<file path="src/rtl/venda_pkg.sv">
// Shared types and constants for the venda_ctrl coin/change controller.
package venda_pkg;

    localparam int unsigned SALDO_W = 6;
    localparam int unsigned COIN_W  = 5;

    localparam logic [COIN_W-1:0] COIN5  = 5'd5;
    localparam logic [COIN_W-1:0] COIN10 = 5'd10;
    localparam logic [COIN_W-1:0] COIN20 = 5'd20;

    typedef enum logic [1:0] {
        IDLE,
        CHECK,
        VEND,
        CHANGE
    } state_t;

    function automatic logic is_valid_coin(input logic [COIN_W-1:0] c);
        return (c == COIN5) || (c == COIN10) || (c == COIN20);
    endfunction

endpackage

</file>
<file path="src/rtl/venda_ctrl_if.sv">
// Coin-slot four-phase handshakes and the change valid/ready channel.
interface venda_ctrl_if;

    logic                         req0;
    logic                         req1;
    logic [venda_pkg::COIN_W-1:0] coin0;
    logic [venda_pkg::COIN_W-1:0] coin1;
    logic                         ack0;
    logic                         ack1;
    logic                         rej;
    logic                         change_valid;
    logic [venda_pkg::COIN_W-1:0] change_coin;
    logic                         change_ready;

    // master: coin sources and dispenser; slave: the controller
    modport master (
        output req0, req1, coin0, coin1, change_ready,
        input  ack0, ack1, rej, change_valid, change_coin
    );

    modport slave (
        input  req0, req1, coin0, coin1, change_ready,
        output ack0, ack1, rej, change_valid, change_coin
    );

endinterface

</file>
<file path="src/rtl/venda_ctrl_rr_arb2.sv">
// Two-requester round-robin arbiter; one-hot grant, slot 0 wins the first tie.
module rr_arb2 (
    input  logic       clk,
    input  logic       reset,
    input  logic [1:0] req,
    output logic [1:0] gnt
);

    logic last_grant;

    always_comb begin
        gnt = req;
        if (req == 2'b11) begin
            gnt = last_grant ? 2'b01 : 2'b10;
        end
    end

    always_ff @(posedge clk or negedge reset) begin
        if (!reset) begin
            last_grant <= 1'b1;
        end else if (gnt != '0) begin
            last_grant <= gnt[1];
        end
    end

endmodule

</file>
<file path="src/rtl/venda_ctrl.sv">
// Vending controller: arbitrated coin intake, sale detection, 20/10/5 change payout.
// Optional `VENDA_REFUND_EN: refund request in IDLE pays out the whole balance.
module venda_ctrl
    import venda_pkg::*;
#(
    parameter int unsigned PRICE = 40
) (
    input  logic               clk,
    input  logic               reset,
    venda_ctrl_if.slave        bus,
    input  logic               refund,
    output logic               vend,
    output logic [SALDO_W-1:0] saldo,
    output logic               busy
);

    localparam logic [SALDO_W-1:0] PRICE_S = SALDO_W'(PRICE);

    state_t              state, state_next;
    logic [SALDO_W-1:0]  saldo_next;
    logic [1:0]          armed;
    logic [1:0]          req_v;
    logic [1:0]          elig;
    logic [1:0]          gnt;
    logic [1:0]          ack_next;
    logic                rej_next;
    logic [COIN_W-1:0]   coin_sel;
    logic [COIN_W-1:0]   chg_coin;

`ifndef VENDA_REFUND_EN
    logic unused_refund;
    assign unused_refund = refund;
`endif

    assign req_v    = {bus.req1, bus.req0};
    assign elig     = req_v & armed & {2{state == IDLE}};
    assign coin_sel = gnt[1] ? bus.coin1 : bus.coin0;

    rr_arb2 u_arb (
        .clk   (clk),
        .reset (reset),
        .req   (elig),
        .gnt   (gnt)
    );

    always_comb begin
        chg_coin = COIN5;
        if (saldo >= SALDO_W'(COIN20)) begin
            chg_coin = COIN20;
        end else if (saldo >= SALDO_W'(COIN10)) begin
            chg_coin = COIN10;
        end
    end

    always_comb begin
        state_next = state;
        saldo_next = saldo;
        ack_next   = '0;
        rej_next   = 1'b0;
        unique case (state)
            IDLE: begin
                if (gnt != '0) begin
                    if (is_valid_coin(coin_sel)) begin
                        saldo_next = saldo + {1'b0, coin_sel};
                    end else begin
                        rej_next = 1'b1;
                    end
                    ack_next   = gnt;
                    state_next = CHECK;
                end
`ifdef VENDA_REFUND_EN
                // a same-cycle coin grant takes precedence over refund
                else if (refund && (saldo != '0)) begin
                    state_next = CHANGE;
                end
`endif
            end
            CHECK: begin
                state_next = (saldo >= PRICE_S) ? VEND : IDLE;
            end
            VEND: begin
                saldo_next = saldo - PRICE_S;
                state_next = (saldo_next != '0) ? CHANGE : IDLE;
            end
            CHANGE: begin
                if (bus.change_ready) begin
                    saldo_next = saldo - {1'b0, chg_coin};
                    if (saldo_next == '0) begin
                        state_next = IDLE;
                    end
                end
            end
        endcase
    end

    always_ff @(posedge clk or negedge reset) begin
        if (!reset) begin
            state    <= IDLE;
            saldo    <= '0;
            armed    <= '1;
            bus.ack0 <= 1'b0;
            bus.ack1 <= 1'b0;
            bus.rej  <= 1'b0;
        end else begin
            state    <= state_next;
            saldo    <= saldo_next;
            // grant implies req high, so disarm and re-arm never collide
            armed    <= (armed & ~gnt) | ~req_v;
            bus.ack0 <= ack_next[0];
            bus.ack1 <= ack_next[1];
            bus.rej  <= rej_next;
        end
    end

    assign vend             = (state == VEND);
    assign busy             = (state != IDLE);
    assign bus.change_valid = (state == CHANGE);
    assign bus.change_coin  = (state == CHANGE) ? chg_coin : '0;

endmodule

</file>
<file path="src/flat_wrapper.sv">
// flat-port wrapper written by rule: the top's interface ports become plain ports
module venda_ctrl_flat import venda_pkg::*;
#(
    parameter int unsigned PRICE = 40
)
  (clk, reset, refund, vend, saldo, busy, bus_req0, bus_req1, bus_coin0, bus_coin1, bus_change_ready, bus_ack0, bus_ack1, bus_rej, bus_change_valid, bus_change_coin);
  venda_ctrl_if bus_i ();
  input  logic clk;
  input  logic reset;
  input  logic refund;
  output logic vend;
  output logic [SALDO_W-1:0] saldo;
  output logic busy;
  input wire logic [$bits(bus_i.req0)-1:0] bus_req0;
  input wire logic [$bits(bus_i.req1)-1:0] bus_req1;
  input wire logic [$bits(bus_i.coin0)-1:0] bus_coin0;
  input wire logic [$bits(bus_i.coin1)-1:0] bus_coin1;
  input wire logic [$bits(bus_i.change_ready)-1:0] bus_change_ready;
  output wire logic [$bits(bus_i.ack0)-1:0] bus_ack0;
  output wire logic [$bits(bus_i.ack1)-1:0] bus_ack1;
  output wire logic [$bits(bus_i.rej)-1:0] bus_rej;
  output wire logic [$bits(bus_i.change_valid)-1:0] bus_change_valid;
  output wire logic [$bits(bus_i.change_coin)-1:0] bus_change_coin;
  assign bus_i.req0 = bus_req0;
  assign bus_i.req1 = bus_req1;
  assign bus_i.coin0 = bus_coin0;
  assign bus_i.coin1 = bus_coin1;
  assign bus_i.change_ready = bus_change_ready;
  assign bus_ack0 = bus_i.ack0;
  assign bus_ack1 = bus_i.ack1;
  assign bus_rej = bus_i.rej;
  assign bus_change_valid = bus_i.change_valid;
  assign bus_change_coin = bus_i.change_coin;
  venda_ctrl #(.PRICE(PRICE)) u_core (.clk(clk), .reset(reset), .bus(bus_i), .refund(refund), .vend(vend), .saldo(saldo), .busy(busy));
endmodule
</file>
<file path="config.mk">
export PLATFORM = sky130hd
export DESIGN_NAME = venda_ctrl_flat
export DESIGN_NICKNAME = d
export VERILOG_FILES = /design/src/rtl/venda_pkg.sv /design/src/rtl/venda_ctrl_if.sv /design/src/rtl/venda_ctrl_rr_arb2.sv /design/src/rtl/venda_ctrl.sv /design/src/flat_wrapper.sv
export SDC_FILE = /design/constraint.sdc
export NUM_CORES = 1
export LEC_CHECK = 0
export ABC_AREA = 1
export BUFFER_PORTS_ARGS = -buffer_cell sky130_fd_sc_hd__buf_4
export CAP_MARGIN = 20
export CORE_ASPECT_RATIO = 1.4
export CORE_MARGIN = 10
export CORE_UTILIZATION = 32
export CTS_CLUSTER_SIZE = 40
export DETAILED_ROUTE_END_ITERATION = 16
export PLACE_DENSITY = 0.5
export SETUP_SLACK_MARGIN = 0.4
export SYNTH_ARGS = -nofsm -noshare
export SYNTH_HDL_FRONTEND = slang
export SYNTH_SLANG_ARGS = --single-unit
</file>
<file path="constraint.sdc">
create_clock -name clk -period 3.7 [get_ports clk]
set_input_delay 0.925 -clock clk [delete_from_list [all_inputs] [get_ports clk]]
set_output_delay 0.925 -clock clk [all_outputs]
set_load 0.05 [all_outputs]
</file>
==> flow_summary.toml, run 1 <==
[run]
timing.max_cap.violations = 0

[clock_tree]
h-tree-depth = 1
cts_root_buf = "sky130_fd_sc_hd__clkbuf_8"
clk_latency_worst_skew_pair_ns = 0.25
ctsLongestPathBuffers = 2
numCtsBuffers = 3
cts_tree = "built"
cts_sink_cnt = 14
post-cts-setup-buffers = 0
clk_pin_slew_worst_paths_ns = 0.06

[sta]
timing.final.crit_period_ns = 2.92
setup_viol = 0
final.setup.worst_slack_ns = 0.779
timing.slew.headroom_pct = 74.8
number_of_max_slew_violations_in_the_final_report = 0
hold_slack_ns = 0.486
worst_clock_skew_ns = 0.00296
final_min_period_over_clock_period_pct = 78.9
setup_repair_after_global_routing_missed_its_margin = "no"
maxClockFrequency_mhz = 342
final_setup_tns_ns = 0
tightestPinTransition_ns = 0.376
timing_hold_violations_final = 0

[grt]
antenna_found_initial = 0
grt_overflow = 0
vias_in_the_first_global_route = 1629
gr-usage-all-layers_pct = 11.2
largest_net_degree_at_the_start_of_global_routing = 15
grt_first_pass_wirelength_mm = 7.39

[power_and_ir_drop]
power_mw = 1.87
irDropWorstVdd_uv = 300
power_per_cell_area_mw_per_mm2 = 994
static-leakage-power_nw = 1.04

[final_layout]
drive_above_1_share_pct = 23.0
syn_to_final_growth_pct = 22.5
insertedDiodeCount = 0
layout.nets = 293
nFillCells = 531
stdcell_area_mm2 = 0.00188

[min_path]
hp-class = "flop to flop"

[synth]
post_synth_fa_ha_maj_area_fraction_pct = 16.5
synth_area_in_compound_gates_pct = 9.48
synth.most_common_cell = "sky130_fd_sc_hd__nand2_1"
synthesis.area_mm2 = 0.00153
synthTopCellsByCount = "54 x sky130_fd_sc_hd__nand2_1, 32 x sky130_fd_sc_hd__inv_1, 25 x sky130_fd_sc_hd__nand3_1"
synth_xor_xnor_area_share_pct = 1.72
ys_seq_area_share_pct = 23.1
postSynthAreaPerCell_um2 = 6.81
asyncSetResetFlopFracSynth_pct = 100
post_synth_mux_area_share_pct = 0
synth_enable_flop_cells = 0
syn_inst = 225
synth.net_count = 260
synthDominantCellAreaShare_pct = 18.0
synthTopCellsByArea = "sky130_fd_sc_hd__dfrtp_1 18%, sky130_fd_sc_hd__ha_1 14%, sky130_fd_sc_hd__nand2_1 13%"
synthSimpleGateAreaFrac_pct = 39.5
largest_family_of_logic_cells_by_synthesized_area = "simple AND/OR/NAND/NOR gates"
synth_flop_cell = "sky130_fd_sc_hd__dfrtp_1"
ys_seq_elements = 14
post_synth_num_cell_types = 29
yosys_warnings = 0
yosysTopAreaCell = "sky130_fd_sc_hd__dfrtp_1"

[routing]
post_drt_via_cell_ratio = 4.76
postRouteWirelength_mm = 4.25
drt.antenna.violating_nets = 0
final_routed_wire_length_divided_by_cell_count_um = 13.3
dr.pass1.iters = 4
total_via_count_in_the_routed_design = 1519
dr.first_iter.drc_count = 68
route.detailed.drc = 0

[die]
dieArea_mm2 = 0.00799
floorplan.die.width_um = 78.5
rows = 29
initial_core_util_pct = 33.5
io_pins = 33
floorplan.die.height_um = 102
fp.coreArea_mm2 = 0.00457

[setup_path]
worst-r2r-setup-slack_ns = 0.87
worst_ep_required_time_ns = 2.77
startpoint_type = "flop"
path_cells = "inv_1 > ha_1 > a31oi_1 > nand2_1 > nor2_2 > buf_4"
slowest_stage = "sky130_fd_sc_hd__dfrtp_2"
cp_slowest_stage_delay_ns = 0.48
cp.arrival_ns = 2.00
cp.buffers_inverters = 2
crit_path_end_kind = "output pin"
worstSetupPathType = "flop to output pin"
crit_path_max_fanout = 9
critical_path.top_delay_family = "flip-flops"

[place]
postPlaceCellArea_mm2 = 0.00182
place.port_buffers = 31
hpwl_mm = 3.46
dp_slack_ns = 0.612
gpl.final_weighted_congestion = 0.863

[outcome]
outcome = "finished clean"
[flip-flops by register name, summed over array words and instances, names as in the netlist]
| signal | count |
|---|---|
| u_core.saldo | 6 |
| u_core.u_arb.last_grant | 1 |
| u_core.armed | 2 |
| u_core.bus.ack0 | 1 |
| u_core.state | 2 |
| u_core.bus.rej | 1 |
| u_core.bus.ack1 | 1 |
[worst min-delay path, cell delays in order, from the launching register on]
cell and delay [ns]:
sky130_fd_sc_hd__dfstp_2 0.38, sky130_fd_sc_hd__inv_1 0.05, sky130_fd_sc_hd__a21oi_1 0.05
[cells in the final DEF, fill, tap and decap left out, types with 4 or more instances in the layout]
cell	count
sky130_fd_sc_hd__nor2_1	16
sky130_fd_sc_hd__nand2_1	54
sky130_fd_sc_hd__a21oi_1	12
sky130_fd_sc_hd__inv_1	32
sky130_fd_sc_hd__buf_4	31
sky130_fd_sc_hd__nand3_1	25
sky130_fd_sc_hd__o21ai_0	9
sky130_fd_sc_hd__nand3b_1	4
sky130_fd_sc_hd__nand2_2	13
sky130_fd_sc_hd__nand4_1	4
sky130_fd_sc_hd__clkbuf_8	4
sky130_fd_sc_hd__ha_1	17
sky130_fd_sc_hd__dfrtp_1	10
[cells by family after synthesis]
kind of cell,Yosys count
fa+ha+maj,19
buf+inv,36
flops,14
compound gates,27
simple gates,126
xor+xnor,3
[area by class of cell]
| cell class | instances | area (um2) | share of cell area, % |
|---|---|---|---|
| multi-input cells | 175 | 1030 | 55.0 |
| flip-flops and latches | 14 | 355 | 18.9 |
| repair buffers | 31 | 233 | 12.4 |
| inverters | 33 | 124 | 6.60 |
| well taps | 62 | 77.6 | 4.13 |
| clock buffers | 4 | 55.1 | 2.93 |
[layer usage]
| layer | vias to the layer above | GRT usage (%) | share of wire (%) |
|---|---|---|---|
| li1 | 794 | - | - |
| met1 | 682 | 12.1 | 41 |
| met2 | 39 | 21.0 | 53 |
| met3 | 4 | 2.90 | 4.6 |
| met4 | 0 | 2.90 | 1.3 |
| met5 | - | 0 | 0 |
[timing repair]
item                                    in CTS  in global routing
resized for setup                            0                  1
hold buffers                                 0                  0
endpoints found under the setup margin       0                  4
[metrics by stage]
stage                     util [%]  std cells
after floorplan                  -        225
after global placement        39.8        315
after detailed placement      39.8        315
after CTS                     41.0        319
after global routing          41.1        319
final                         41.1        319
[path summary, 6_finish.rpt]
kind,start,end,cells past startpoint
hold / removal,u_core.armed[0],u_core.armed[0],2
setup reg to reg,u_core.saldo[3],u_core.state[1],14
hold reg to reg,u_core.armed[0],u_core.armed[0],2
min in group asynchronous,reset,u_core.saldo[5],1
setup / recovery,u_core.saldo[3],bus_change_coin[1],6
max in group asynchronous,reset,u_core.armed[1],1
[power by group]
| group | internal [mW] | switching [mW] |
|---|---|---|
| clock network | 0.0943 | 0.0556 |
| logic | 0.483 | 0.895 |
| registers | 0.232 | 0.107 |
| total | 0.809 | 1.06 |
No activity file was read; power rests on OpenSTA's default activity.
==> inputs of run 2 (changes only) <==
==> constraint.sdc (replaced) <==
create_clock -name clk -period 3 [get_ports clk]
set_input_delay 0.75 -clock clk [delete_from_list [all_inputs] [get_ports clk]]
set_output_delay 0.75 -clock clk [all_outputs]
set_load 0.05 [all_outputs]
==> flow_summary.toml, run 2 (synthesis gave the netlist of run 1 again) <==
[outcome]
outcome = "finished clean"

[place]
gpl.final_weighted_congestion = 0.894
hpwl_mm = 3.59
place.port_buffers = 31

[clock_tree]
clk_latency_worst_skew_pair_ns = 0.25
cts_sink_cnt = 14
cts_root_buf = "sky130_fd_sc_hd__clkbuf_8"
ctsLongestPathBuffers = 2
h-tree-depth = 1
cts_tree = "built"
numCtsBuffers = 3
clk_pin_slew_worst_paths_ns = 0.06

[grt]
gr-usage-all-layers_pct = 11.7
antenna_found_initial = 0
vias_in_the_first_global_route = 1726
grt_overflow = 0
grt_first_pass_wirelength_mm = 7.71
largest_net_degree_at_the_start_of_global_routing = 15

[sta]
timing.slew.headroom_pct = 73.8
final_min_period_over_clock_period_pct = 81.7
setup_viol = 0
setup_repair_after_global_routing_missed_its_margin = "yes"
timing.final.crit_period_ns = 2.45
worst_clock_skew_ns = 0.00144
number_of_max_slew_violations_in_the_final_report = 0
final_setup_tns_ns = 0
timing_hold_violations_final = 0
maxClockFrequency_mhz = 408
tightestPinTransition_ns = 0.393
hold_slack_ns = 0.342

[routing]
post_drt_via_cell_ratio = 4.69
route.detailed.drc = 0
dr.pass1.iters = 4
final_routed_wire_length_divided_by_cell_count_um = 13.0
drt.antenna.violating_nets = 0
total_via_count_in_the_routed_design = 1599
postRouteWirelength_mm = 4.44
dr.first_iter.drc_count = 54

[die]
rows = 29
dieArea_mm2 = 0.00799
floorplan.die.width_um = 78.5
io_pins = 33
fp.coreArea_mm2 = 0.00457
floorplan.die.height_um = 102
initial_core_util_pct = 33.5

[final_layout]
max_flop_register = "u_core.saldo"
drive_above_1_share_pct = 40.9
layout.nets = 315
insertedDiodeCount = 0
flip_flop_count_of_the_largest_register_after_layout = 6
commonest_cells_after_routing_fill_and_taps_aside = "51 x sky130_fd_sc_hd__buf_4, 50 x sky130_fd_sc_hd__nand2_1, 28 x sky130_fd_sc_hd__inv_1"
nFillCells = 498
layout_top_registers = "u_core.saldo: 6 flops, u_core.armed: 2 flops, u_core.state: 2 flops"
syn_to_final_growth_pct = 45.1
layout_commonest_cell = "sky130_fd_sc_hd__buf_4"

[power_and_ir_drop]
power_per_cell_area_mw_per_mm2 = 1270
irDropWorstVdd_uv = 472
static-leakage-power_nw = 1.15

[setup_path]
cp.arrival_ns = 2.58
worst-r2r-setup-slack_ns = 0.55
crit_path_end_kind = "flop"
crit_path_max_fanout = 4
startpoint_type = "flop"
worst_ep_required_time_ns = 3.13
worstSetupPathType = "flop to flop"

[run]
timing.max_cap.violations = 0

[min_path]
hp-class = "input port to asynchronous set/reset pin"
-- run 2: critical path, stage by stage (launching register included) --
cell,delay (ns)
sky130_fd_sc_hd__dfrtp_2,0.45
sky130_fd_sc_hd__inv_4,0.08
sky130_fd_sc_hd__ha_4,0.14
sky130_fd_sc_hd__a31oi_4,0.11
sky130_fd_sc_hd__nand3_2,0.11
sky130_fd_sc_hd__inv_1,0.06
sky130_fd_sc_hd__ha_4,0.17
sky130_fd_sc_hd__fa_2,0.39
sky130_fd_sc_hd__xor2_2,0.18
sky130_fd_sc_hd__nand3_1,0.10
sky130_fd_sc_hd__a21oi_1,0.12
sky130_fd_sc_hd__nand2_1,0.07
sky130_fd_sc_hd__nor2_2,0.11
sky130_fd_sc_hd__nand2_2,0.09
sky130_fd_sc_hd__nand2_1,0.07
sky130_fd_sc_hd__o21ai_0,0.07
-- run 2: stage by stage --
step | total power [mW] | instance area [um2] | std cells | setup slack, ns | util [%]
final | 2.82 | 2220 | 341 | 0.548 | 48.6
after global routing | 3.15 | 2220 | 341 | 0.341 | 48.6
after CTS | 2.56 | 2010 | 332 | 0.406 | 44.0
after detailed placement | 2.24 | 1900 | 322 | 0.229 | 41.5
after global placement | 2.23 | 1900 | 322 | 0.230 | 41.5
after floorplan | 1.73 | 1560 | 225 | 0.315 | -
-- run 2: final cells by class --
type / count / area (um2) / share of cell area [%]
clock buffers: 4 / 55.1 / 2.48
well taps: 62 / 77.6 / 3.49
flip-flops and latches: 14 / 359 / 16.2
multi-input cells: 175 / 1190 / 53.8
repair buffers: 53 / 405 / 18.2
inverters: 33 / 130 / 5.86
-- run 2: where the power goes --
group / switching, mW / internal, mW
sequential: 0.0793 / 0.291
combinational: 1.35 / 0.920
clock: 0.0678 / 0.116
total: 1.50 / 1.33
-- run 2: path summary, 6_finish.rpt --
check | start | to | cells after the start
worst max-delay path | u_core.saldo[3] | u_core.state[0] | 15
worst min-delay path | reset | u_core.saldo[4] | 1
worst max register to register | u_core.saldo[3] | u_core.state[0] | 15
worst min register to register | u_core.armed[0] | u_core.armed[0] | 2
max in group asynchronous | reset | u_core.armed[0] | 1
min in group clk | u_core.armed[0] | u_core.armed[0] | 2
-- run 2: what timing repair did --
action / CTS / global route
hold buffers: 0 / 0
pin swaps: 2 / 12
endpoints found under the setup margin: 8 / 7
cloned: 0 / 0
setup buffers: 6 / 9
resized for setup: 5 / 37
-- run 2: layer usage --
layer  track usage [%]  up-vias  wire (um)
met5                 0        -          0
met4              3.46        0        123
met3              3.87       10        248
met2              22.3       39       2260
met1              11.7      713       1800
li1                  -      837          -
